--- src/rtl/scam_rr_nb_reader_pkg.sv ---
// Shared types and helpers for the round-robin SCAM channel reader.
//   state_t  : reader FSM state (READ = polling an input channel,
//              WRITE = offering the accumulator downstream)
//   next_ptr : round-robin successor of a channel index, wrapping at num_ch
package scam_rr_nb_reader_pkg;

  typedef enum logic {
    READ  = 1'b0,
    WRITE = 1'b1
  } state_t;

  // Channel index after ptr, wrapping num_ch-1 back to 0.
  function automatic int unsigned next_ptr(input int unsigned ptr,
                                           input int unsigned num_ch);
    return (ptr == num_ch - 1) ? 0 : ptr + 1;
  endfunction

endpackage

--- src/rtl/scam_rr_nb_reader_if.sv ---
// Bus bundle between the reader, its NUM_CH producers and its consumer.
//   ch_in        : channel data, channel k at [k*DATA_W +: DATA_W]
//   ch_in_sync   : producer k has valid data
//   ch_in_notify : reader ready to take channel k (one-hot or zero)
//   m_in         : shared master input, always readable
//   out          : accumulator value offered downstream
//   out_sync     : consumer ready to take out
//   out_notify   : out is valid
//   nb_result    : per-channel outcome of the last read attempt
// Modports: slave = the reader's view, master = the environment's view.
interface scam_rr_nb_reader_if #(
  parameter int NUM_CH = 4,
  parameter int DATA_W = 32
);
  logic [NUM_CH*DATA_W-1:0] ch_in;
  logic [NUM_CH-1:0]        ch_in_sync;
  logic [NUM_CH-1:0]        ch_in_notify;
  logic [DATA_W-1:0]        m_in;
  logic [DATA_W-1:0]        out;
  logic                     out_sync;
  logic                     out_notify;
  logic [NUM_CH-1:0]        nb_result;

  modport slave (
    input  ch_in, ch_in_sync, m_in, out_sync,
    output ch_in_notify, out, out_notify, nb_result
  );

  modport master (
    output ch_in, ch_in_sync, m_in, out_sync,
    input  ch_in_notify, out, out_notify, nb_result
  );
endinterface

--- src/rtl/scam_rr_nb_reader.sv ---
// Round-robin multi-channel reader for SCAM-style blocking ports.
// Polls NUM_CH input channels in turn; each accepted value plus the shared
// m_in is added into a signed accumulator, and every new accumulator value
// is offered once on the blocking output port.
// NB_MODE=0 waits on the current channel until its producer syncs;
// NB_MODE=1 gives each channel a single-cycle window, recording hit/miss
// in nb_result, then moves on.
// Ports:
//   clk : clock, all state updates on posedge
//   rst : asynchronous, active-low reset
//   bus : scam_rr_nb_reader_if.slave (channel, master input and output ports)
import scam_rr_nb_reader_pkg::*;

module scam_rr_nb_reader #(
  parameter int                       NUM_CH   = 4,
  parameter int                       DATA_W   = 32,
  parameter bit                       NB_MODE  = 1'b0,
  parameter logic signed [DATA_W-1:0] INIT_VAL = 1337
) (
  input  logic                  clk,
  input  logic                  rst,
  scam_rr_nb_reader_if.slave    bus
);

  localparam int PTR_W = (NUM_CH > 1) ? $clog2(NUM_CH) : 1;

  state_t                     state_reg, state_next;
  logic [PTR_W-1:0]           ptr_reg, ptr_next;
  logic signed [DATA_W-1:0]   acc_reg, acc_next;
  logic [DATA_W-1:0]          out_reg, out_next;
  logic                       out_notify_reg, out_notify_next;
  logic [NUM_CH-1:0]          ch_notify_reg, ch_notify_next;
  logic [NUM_CH-1:0]          nb_result_reg, nb_result_next;

  logic [PTR_W-1:0]           ptr_inc;
  logic [NUM_CH-1:0]          inc_onehot;
  logic signed [DATA_W-1:0]   ch_data [NUM_CH];
  logic signed [DATA_W-1:0]   sum;
  logic                       cur_sync;

  assign ptr_inc = PTR_W'(next_ptr(32'(ptr_reg), NUM_CH));

  // Unpack the flat channel bus and pre-decode the one-hot notify for the
  // channel after ptr, so the FSM can load it directly into the register.
  for (genvar gi = 0; gi < NUM_CH; gi++) begin : g_ch
    assign ch_data[gi]    = bus.ch_in[gi*DATA_W +: DATA_W];
    assign inc_onehot[gi] = (ptr_inc == PTR_W'(gi));
  end

  // Two's-complement wrap is intended; no saturation.
  assign sum      = acc_reg + ch_data[ptr_reg] + $signed(bus.m_in);
  assign cur_sync = bus.ch_in_sync[ptr_reg];

  always_ff @(posedge clk or negedge rst) begin
    if (!rst) begin
      state_reg      <= READ;
      ptr_reg        <= '0;
      acc_reg        <= INIT_VAL;
      out_reg        <= '0;
      out_notify_reg <= 1'b0;
      ch_notify_reg  <= NUM_CH'(1);
      nb_result_reg  <= '0;
    end else begin
      state_reg      <= state_next;
      ptr_reg        <= ptr_next;
      acc_reg        <= acc_next;
      out_reg        <= out_next;
      out_notify_reg <= out_notify_next;
      ch_notify_reg  <= ch_notify_next;
      nb_result_reg  <= nb_result_next;
    end
  end

  always_comb begin
    state_next      = state_reg;
    ptr_next        = ptr_reg;
    acc_next        = acc_reg;
    out_next        = out_reg;
    out_notify_next = out_notify_reg;
    ch_notify_next  = ch_notify_reg;
    nb_result_next  = nb_result_reg;

    case (state_reg)
      // In READ the notify register always equals 1<<ptr, so the sync of
      // the current channel alone decides the handshake.
      READ: begin
        if (cur_sync) begin
          acc_next                = sum;
          out_next                = sum;
          nb_result_next[ptr_reg] = 1'b1;
          ch_notify_next          = '0;
          out_notify_next         = 1'b1;
          state_next              = WRITE;
        end else if (NB_MODE) begin
          nb_result_next[ptr_reg] = 1'b0;
          ptr_next                = ptr_inc;
          ch_notify_next          = inc_onehot;
        end
      end
      // out_notify is always high here; inputs are not notified so their
      // syncs cannot cause a transfer.
      WRITE: begin
        if (bus.out_sync) begin
          out_notify_next = 1'b0;
          ptr_next        = ptr_inc;
          ch_notify_next  = inc_onehot;
          state_next      = READ;
        end
      end
      default: state_next = READ;
    endcase
  end

  assign bus.ch_in_notify = ch_notify_reg;
  assign bus.out          = out_reg;
  assign bus.out_notify   = out_notify_reg;
  assign bus.nb_result    = nb_result_reg;

endmodule

--- src/flat_wrapper.sv ---
// flat-port wrapper written by rule: the top's interface ports become plain ports
module scam_rr_nb_reader_flat 
#(
  parameter int                       NUM_CH   = 4,
  parameter int                       DATA_W   = 32,
  parameter bit                       NB_MODE  = 1'b0,
  parameter logic signed [DATA_W-1:0] INIT_VAL = 1337
)
  (clk, rst, bus_ch_in, bus_ch_in_sync, bus_m_in, bus_out_sync, bus_ch_in_notify, bus_out, bus_out_notify, bus_nb_result);
  scam_rr_nb_reader_if #(.NUM_CH(NUM_CH), .DATA_W(DATA_W)) bus_i ();
  input  logic clk;
  input  logic rst;
  input wire logic [$bits(bus_i.ch_in)-1:0] bus_ch_in;
  input wire logic [$bits(bus_i.ch_in_sync)-1:0] bus_ch_in_sync;
  input wire logic [$bits(bus_i.m_in)-1:0] bus_m_in;
  input wire logic [$bits(bus_i.out_sync)-1:0] bus_out_sync;
  output wire logic [$bits(bus_i.ch_in_notify)-1:0] bus_ch_in_notify;
  output wire logic [$bits(bus_i.out)-1:0] bus_out;
  output wire logic [$bits(bus_i.out_notify)-1:0] bus_out_notify;
  output wire logic [$bits(bus_i.nb_result)-1:0] bus_nb_result;
  assign bus_i.ch_in = bus_ch_in;
  assign bus_i.ch_in_sync = bus_ch_in_sync;
  assign bus_i.m_in = bus_m_in;
  assign bus_i.out_sync = bus_out_sync;
  assign bus_ch_in_notify = bus_i.ch_in_notify;
  assign bus_out = bus_i.out;
  assign bus_out_notify = bus_i.out_notify;
  assign bus_nb_result = bus_i.nb_result;
  scam_rr_nb_reader #(.NUM_CH(NUM_CH), .DATA_W(DATA_W), .NB_MODE(NB_MODE), .INIT_VAL(INIT_VAL)) u_core (.clk(clk), .rst(rst), .bus(bus_i));
endmodule
--- config.mk ---
export PLATFORM = sky130hd
export DESIGN_NAME = scam_rr_nb_reader_flat
export DESIGN_NICKNAME = d
export VERILOG_FILES = /design/src/rtl/scam_rr_nb_reader_pkg.sv /design/src/rtl/scam_rr_nb_reader_if.sv /design/src/rtl/scam_rr_nb_reader.sv /design/src/flat_wrapper.sv
export SDC_FILE = /design/constraint.sdc
export NUM_CORES = 1
export LEC_CHECK = 0
export ABC_AREA = 1
export CAP_MARGIN = 20
export CORE_MARGIN = 1
export CORE_UTILIZATION = 30
export CTS_CLUSTER_DIAMETER = 30
export DETAILED_ROUTE_END_ITERATION = 7
export PLACE_DENSITY = 0.57
export SYNTH_ARGS = -nofsm -noshare
export SYNTH_HDL_FRONTEND = slang
export SYNTH_SLANG_ARGS = --single-unit
export TNS_END_PERCENT = 100
--- constraint.sdc ---
create_clock -name clk -period 8.2 [get_ports clk]
set_input_delay 1.23 -clock clk [delete_from_list [all_inputs] [get_ports clk]]
set_output_delay 1.23 -clock clk [all_outputs]
set_load 0.01 [all_outputs]
# After elaboration in Yosys (flattened, before gate mapping)
# Cells that the tools add are included.
[op_classes] n_reduce_logical=5 shifts=0 n_div=0 n_mux=17 addsub=3 eq_ne=6 n_bitwise=3 order_cmp=3 n_mul=0
[ops] cell="adder 32 bit" count=2
[ops] cell="binary-select mux 32 bit (select 2 bit)" count=1
[ops] cell="2-to-1 mux 32 bit" count=2
[ops] cell="2-to-1 mux 4 bit" count=2
[ops] cell="one-hot mux 4 bit (2 select lines)" count=1
[ops] cell="== test 2 bit, second input constant" count=3
[ops] cell="2-to-1 mux 1 bit" count=6
[ops] cell="AND reduction 2 bit" count=3
[ops] cell="OR 4 bit" count=1
[ops] cell="one-hot mux 1 bit (2 select lines)" count=2
[ops] cell=">= comparator 3 bit, second input constant" count=1
[ops] cell="less-than comparator 2 x 3 -> 1 bit, second input constant" count=1
[ops] cell="inverter 2 -> 3 bit" count=1
[ops] cell="adder 2 x 1 -> 2 bit, second input constant" count=1
[ops] cell="binary-select mux 1 bit (select 2 bit)" count=1
[ops] cell="demux 1 bit (select 2 bit)" count=1
[ops] cell="== test 2 x 1 -> 1 bit, second input constant" count=1
[ops] cell=">= comparator 2 x 1 -> 1 bit, second input constant" count=1
[ops] cell="logical NOT 2 bit" count=1
[ops] cell="2-to-1 mux 2 bit" count=1
[ops] cell="!= test 2 x 1 -> 1 bit, second input constant" count=1
[ops] cell="!= test 2 bit, second input constant" count=1
[ops] cell="logical AND 1 bit" count=1
[ops] cell="inverter 1 bit" count=1
[word_totals] memories=0 output_inout_bits=41 input_bits=167 regBits=76 mem_bits_ro=0 latchBits=0 elab_cells=44 ramBits=0

# Depth between registers and ports, before layout
[depth] depth_word=6 mapped_depth=19

# Worst setup path after synthesis
# OpenSTA, ideal clock, no wires.
[synth_timing] kind="input port to flip-flop" startpoint="in bus_ch_in[65]" endpoint="reg u_core.out_reg[25] (netlist: u_core.bus.out[25])" t_arrival_ps=3253 setup_ps=117 path_stages=15 setup_slack_ps=4830 required_ps=8083 cell_sequence="o21ai_0 -> o22ai_1 -> fa_1 -> ha_1 -> fa_1 -> nand3_1 -> nand3_1 -> nand2_1 -> nand2_1 -> nand2_1 -> nand2_1 -> nand2_1 -> nand3_1 -> nand3_1 -> nand2_1"
[synth_between] elab_chain_len=5
[synth_lines] element="start: declaration" line="flat_wrapper.sv:13" rtl="input wire logic [$bits(bus_i.ch_in)-1:0] bus_ch_in;"
[synth_lines] element="binary-select mux 32 bit (select 2 bit)" line="scam_rr_nb_reader.sv:51" rtl="assign sum = acc_reg + ch_data[ptr_reg] + $signed(bus.m_in);"
[synth_lines] element="2-to-1 mux 32 bit (not written as such) (2 in series)" line="scam_rr_nb_reader.sv:51"
[synth_lines] element="adder 32 bit (2 in series)" line="scam_rr_nb_reader.sv:51"
[synth_lines] element="end signal: assignment" line="scam_rr_nb_reader.sv:67" rtl="out_reg <= out_next;"
[synth_lines] element="end: declaration" line="scam_rr_nb_reader.sv:30" rtl="logic [DATA_W-1:0] out_reg, out_next;"
# No other way between the ends. The select of a mux whose other input is x is not followed.
# A chain may end at the register's enable or synchronous reset.

# Worst setup path in the final report
[layout_timing] startpoint="reg u_core.ptr_reg[0]" endpoint="reg u_core.out_reg[25] (netlist: u_core.bus.out[25])"
[layout_between] elab_chain_len=6
[layout_lines] element="start: declaration" line="scam_rr_nb_reader.sv:28" rtl="logic [PTR_W-1:0] ptr_reg, ptr_next;"
[layout_lines] element="start signal: assignment" line="scam_rr_nb_reader.sv:65" rtl="ptr_reg <= ptr_next;"
[layout_lines] element="inverter 2 -> 3 bit (not written as such)" line="scam_rr_nb_reader.sv:51"
[layout_lines] element="binary-select mux 32 bit (select 2 bit)" line="scam_rr_nb_reader.sv:51"
[layout_lines] element="2-to-1 mux 32 bit (not written as such) (2 in series)" line="scam_rr_nb_reader.sv:51"
[layout_lines] element="adder 32 bit (2 in series)" line="scam_rr_nb_reader.sv:51"
# Parallel ways exist; a longest one is shown, timed or not. The select of a mux whose other input is x is not followed.

==> reports/results.md <==
| Parameter | Reported | Unit |
| --- | --- | --- |
| Min Tclk post-route | 4.358 | ns |
| Wire length of the first global-routing pass | 32,570 | um |
| DP Worst Slack | 3.828 | ns |
| Share of final-layout standard cells stronger than drive strength 1 | 2.960 | % |
| Post-Synthesis Cell Area | 5899 | um^2 |
| Post-cts gate resize count | 0 | - |
| Worst Setup Start Kind | register | - |
| Via density per instance | 4.667 | - |
| Source of the worst hold timing path | u_core.bus.nb_result[1]$_DFFE_PN0P_ | - |
| Synth Area per Inst | 6.454 | um^2 |
| Run status | completed | - |
| Least setup slack across all paths after layout | 3.842 | ns |
| Syn_nets | 1,151 | - |
| Most numerous cell types in the synthesized netlist | 307 x nand2_1, 121 x inv_1, 99 x nor2_1, 70 x o21ai_0, 43 x dfrtp_1 | - |
| Number of warning messages in the yosys log | 0 | - |
| Highest fanout seen on the critical path | 73 | - |
| Total of buffers placed on input and output ports | 207 | - |
| Chip width | 142.2 | um |
| Sum of negative setup slack | 0 | ns |
| TritonCTS clock tree | built | - |
| Initial standard-cell utilization of the core | 31.02 | % |
| Unrepaired setup endpoints after global routing | no | - |
| Overall overflow remaining after global route | 0 | - |
| Die H | 142.2 | um |
| Detailed Route Iter0 Violations | 304 | - |
| Synthesis-to-finish area growth | 38.43 | % |
| Kind of capture point of the worst setup path | register | - |
| Transition time of the tightest slew-check pin | 0.7168 | ns |
| Required time of the critical path | 8.41 | ns |
| Maxcap violations | 0 | - |
| Half-perimeter wire length after placement | 17,340 | um |
| Count of boundary I/O pins | 208 | - |
| Startpoint of the lowest-slack register-to-register path | u_core.ptr_reg[0]$_DFFE_PN0P_ | - |
| Leading register cell type out of synthesis | dfrtp_1 | - |
| Pre-Repair DR Iteration Count | 5 | - |
| Gr usage total | 21.26 | % |
| Most frequent cell after synthesis | nand2_1 | - |
| Hold Path Depth | 1 | - |
| Row count | 50 | - |
| Max-slew violation total from the final report | 0 | - |
| Clock-pin slew reported for the worst setup and hold paths after clock tree synthesis | 0.08 | ns |
| Final RePlAce weighted congestion | 0.8515 | - |
| Num Clock Sinks | 50 | - |
| Class of the worst hold path | register to register | - |
| Top area cells in the synthesized netlist | nand2_1 20%, dfrtp_1 18%, fa_1 11%, ha_1 8.1%, inv_1 7.7% | - |
| Post-layout utilization of the core | 42.94 | % |
| Number of flip-flops under the largest register name | 32 | - |
| Startpoint-to-endpoint class of the critical path | register to register | - |
| Area of the multi-input gates | 3852 | um^2 |
| Sum of routed wire length over all layers | 21,410 | um |
| Area share of the largest cell type after synthesis | 19.53 | % |
| Endpoint of the lowest-slack register-to-register path | u_core.bus.out[25]$_DFFE_PN0P_ | - |
| Number of enable-type register cells in the synthesized netlist | 0 | - |
| Worst-case register-to-register setup slack | 3.84 | ns |
| Cell area after layout | 8167 | um^2 |
| Level count of the clock H-tree | 2 | - |
| Fin crit share | 53.15 | % |
| Clk_lat worst skew | 0.31 | ns |
| Flop and latch count out of synthesis | 50 | - |
| Pin count of the biggest net entering global routing | 74 | - |
| Clock skew after layout | 0.01043 | ns |
| Area occupied by registers | 1261 | um^2 |
| Area after DPL | 8013 | um^2 |
| Post-route DRC violation count | 0 | - |
| Worst Path Arrival | 4.57 | ns |
| Final count of hold timing violations | 0 | - |
| Fmax | 229.5 | MHz |
| Number of buffers added by the clock tree synthesis step | 5 | - |
| Gate count of the mapped netlist | 914 | - |
| Proportion of synthesized chip area in sequential cells | 21.36 | % |
| Number of antenna violations at the first check in global routing | 0 | - |
| Vias in the first global route | 6,067 | - |
| Max-Slew Margin vs Limit | 52.21 | % |
| Setup violations, final | 0 | - |
| Post-layout net count | 1,317 | - |
| Filler instances | 2,038 | - |
| Share of flip-flops with an asynchronous set or reset | 100.0 | % |
| Cell accounting for the most synthesized area | nand2_1 | - |
| Per-cell routed wire length | 15.97 | um |
| Count of vias placed by the detailed router | 6,258 | - |
| Post CTS Setup Buffer Count | 0 | - |
| End of the worst hold path | u_core.bus.nb_result[1]$_DFFE_PN0P_ | - |
| Worst-case clock buffer depth | 2 | - |
| Antenna violation net count after detailed routing | 0 | - |
| Root Buffer Master | clkbuf_16 | - |
| Quantity of hold-fixing buffers added after cts | 0 | - |
| Floorplan core area | 19,020 | um^2 |
| Die area | 20,230 | um^2 |
| Number of cells on the worst reg-to-reg path | 18 | - |
| Count of antenna diodes in the layout | 0 | - |
| Distinct cells, synth | 31 | - |
critical path: stages, from the launching register on:
cell and delay [ns]:
dfrtp_2 0.35, buf_4 0.57, inv_2 0.43, buf_4 0.37, o21ai_0 0.19, o22ai_1 0.10
fa_1 0.45, ha_1 0.30, fa_1 0.46, nand3_1 0.11, nand3_1 0.14, nand2_1 0.09
nand2_1 0.12, nand2_1 0.09, nand2_1 0.09, nand2_1 0.14, nand3_1 0.08, nand3_1 0.09
nand2_1 0.06
cell type report:
| cell class | count | share of cell area [%] |
|---|---|---|
| Inverter | 123 | 5.653 |
| Timing Repair Buffer | 213 | 25.86 |
| Tap cell | 260 | 3.983 |
| Multi-Input combinational cell | 687 | 47.17 |
| Clock buffer | 5 | 1.532 |
| Clock inverter | 3 | 0.3524 |
| Sequential cell | 50 | 15.44 |
metrics by stage:
| step | std cells | hold WS [ns] |
|---|---|---|
| floorplan | 914 | 0.4593 |
| global placement | 1333 | 0.4543 |
| detailed placement | 1333 | 0.4638 |
| CTS | 1341 | 0.4819 |
| global route | 1341 | 0.4998 |
| finish | 1341 | 0.4730 |
placed cells by master, fill, tap and decap left out, drive strengths merged:
master         instances
nand2                308
clkdlybuf4s50        206
inv                  125
nor2                  99
o21ai                 77
dfrtp                 43
nand3                 40
ha                    38
fa                    32
o22ai                 29
a21oi                 24
xnor2                 11
dfstp                  7
buf                    7
nand3b                 6
clkbuf                 5
xor2                   4
nor3                   4
a31o                   3
and2                   3
a32o                   3
or2                    3
o21bai                 2
a21o                   1
clkinv                 1
cell families after synthesis:
family          after synthesis  share of synthesized area (%)
buf+inv                     177                          13.34
xor+xnor                     15                          2.227
fa+ha+maj                    70                          18.92
flops                        50                          21.36
simple gates                463                          31.07
compound gates              139                          13.09
layer usage:
metal | vias to the layer above | wire [um] | global-route usage (%)
li1 | 3171 | - | -
met1 | 2861 | 10060 | 28.60
met2 | 207 | 9549 | 35.04
met3 | 19 | 1486 | 4.307
met4 | 0 | 312 | 4.527
met5 | - | 0 | 0
worst max path at each step:
| stage | depth (start not counted) | to | slack [ns] | from |
|---|---|---|---|---|
| 2_1_floorplan | 15 | u_core.bus.out[25]$_DFFE_PN0P_ | 4.83 | bus_ch_in[65] |
| 3_3_place_gp | 18 | u_core.bus.out[25]$_DFFE_PN0P_ | 3.84 | u_core.ptr_reg[0]$_DFFE_PN0P_ |
| 3_5_place_dp | 18 | u_core.bus.out[25]$_DFFE_PN0P_ | 3.83 | u_core.ptr_reg[0]$_DFFE_PN0P_ |
| 4_1_cts | 18 | u_core.bus.out[25]$_DFFE_PN0P_ | 3.81 | u_core.ptr_reg[0]$_DFFE_PN0P_ |
| 5_1_grt | 18 | u_core.bus.out[25]$_DFFE_PN0P_ | 3.40 | u_core.ptr_reg[0]$_DFFE_PN0P_ |
| 6_report | 18 | u_core.bus.out[25]$_DFFE_PN0P_ | 3.84 | u_core.ptr_reg[0]$_DFFE_PN0P_ |
Power is left out: the tool's default activity adds up to more than one toggle a clock period on the data nets, which glitch-free logic cannot reach.
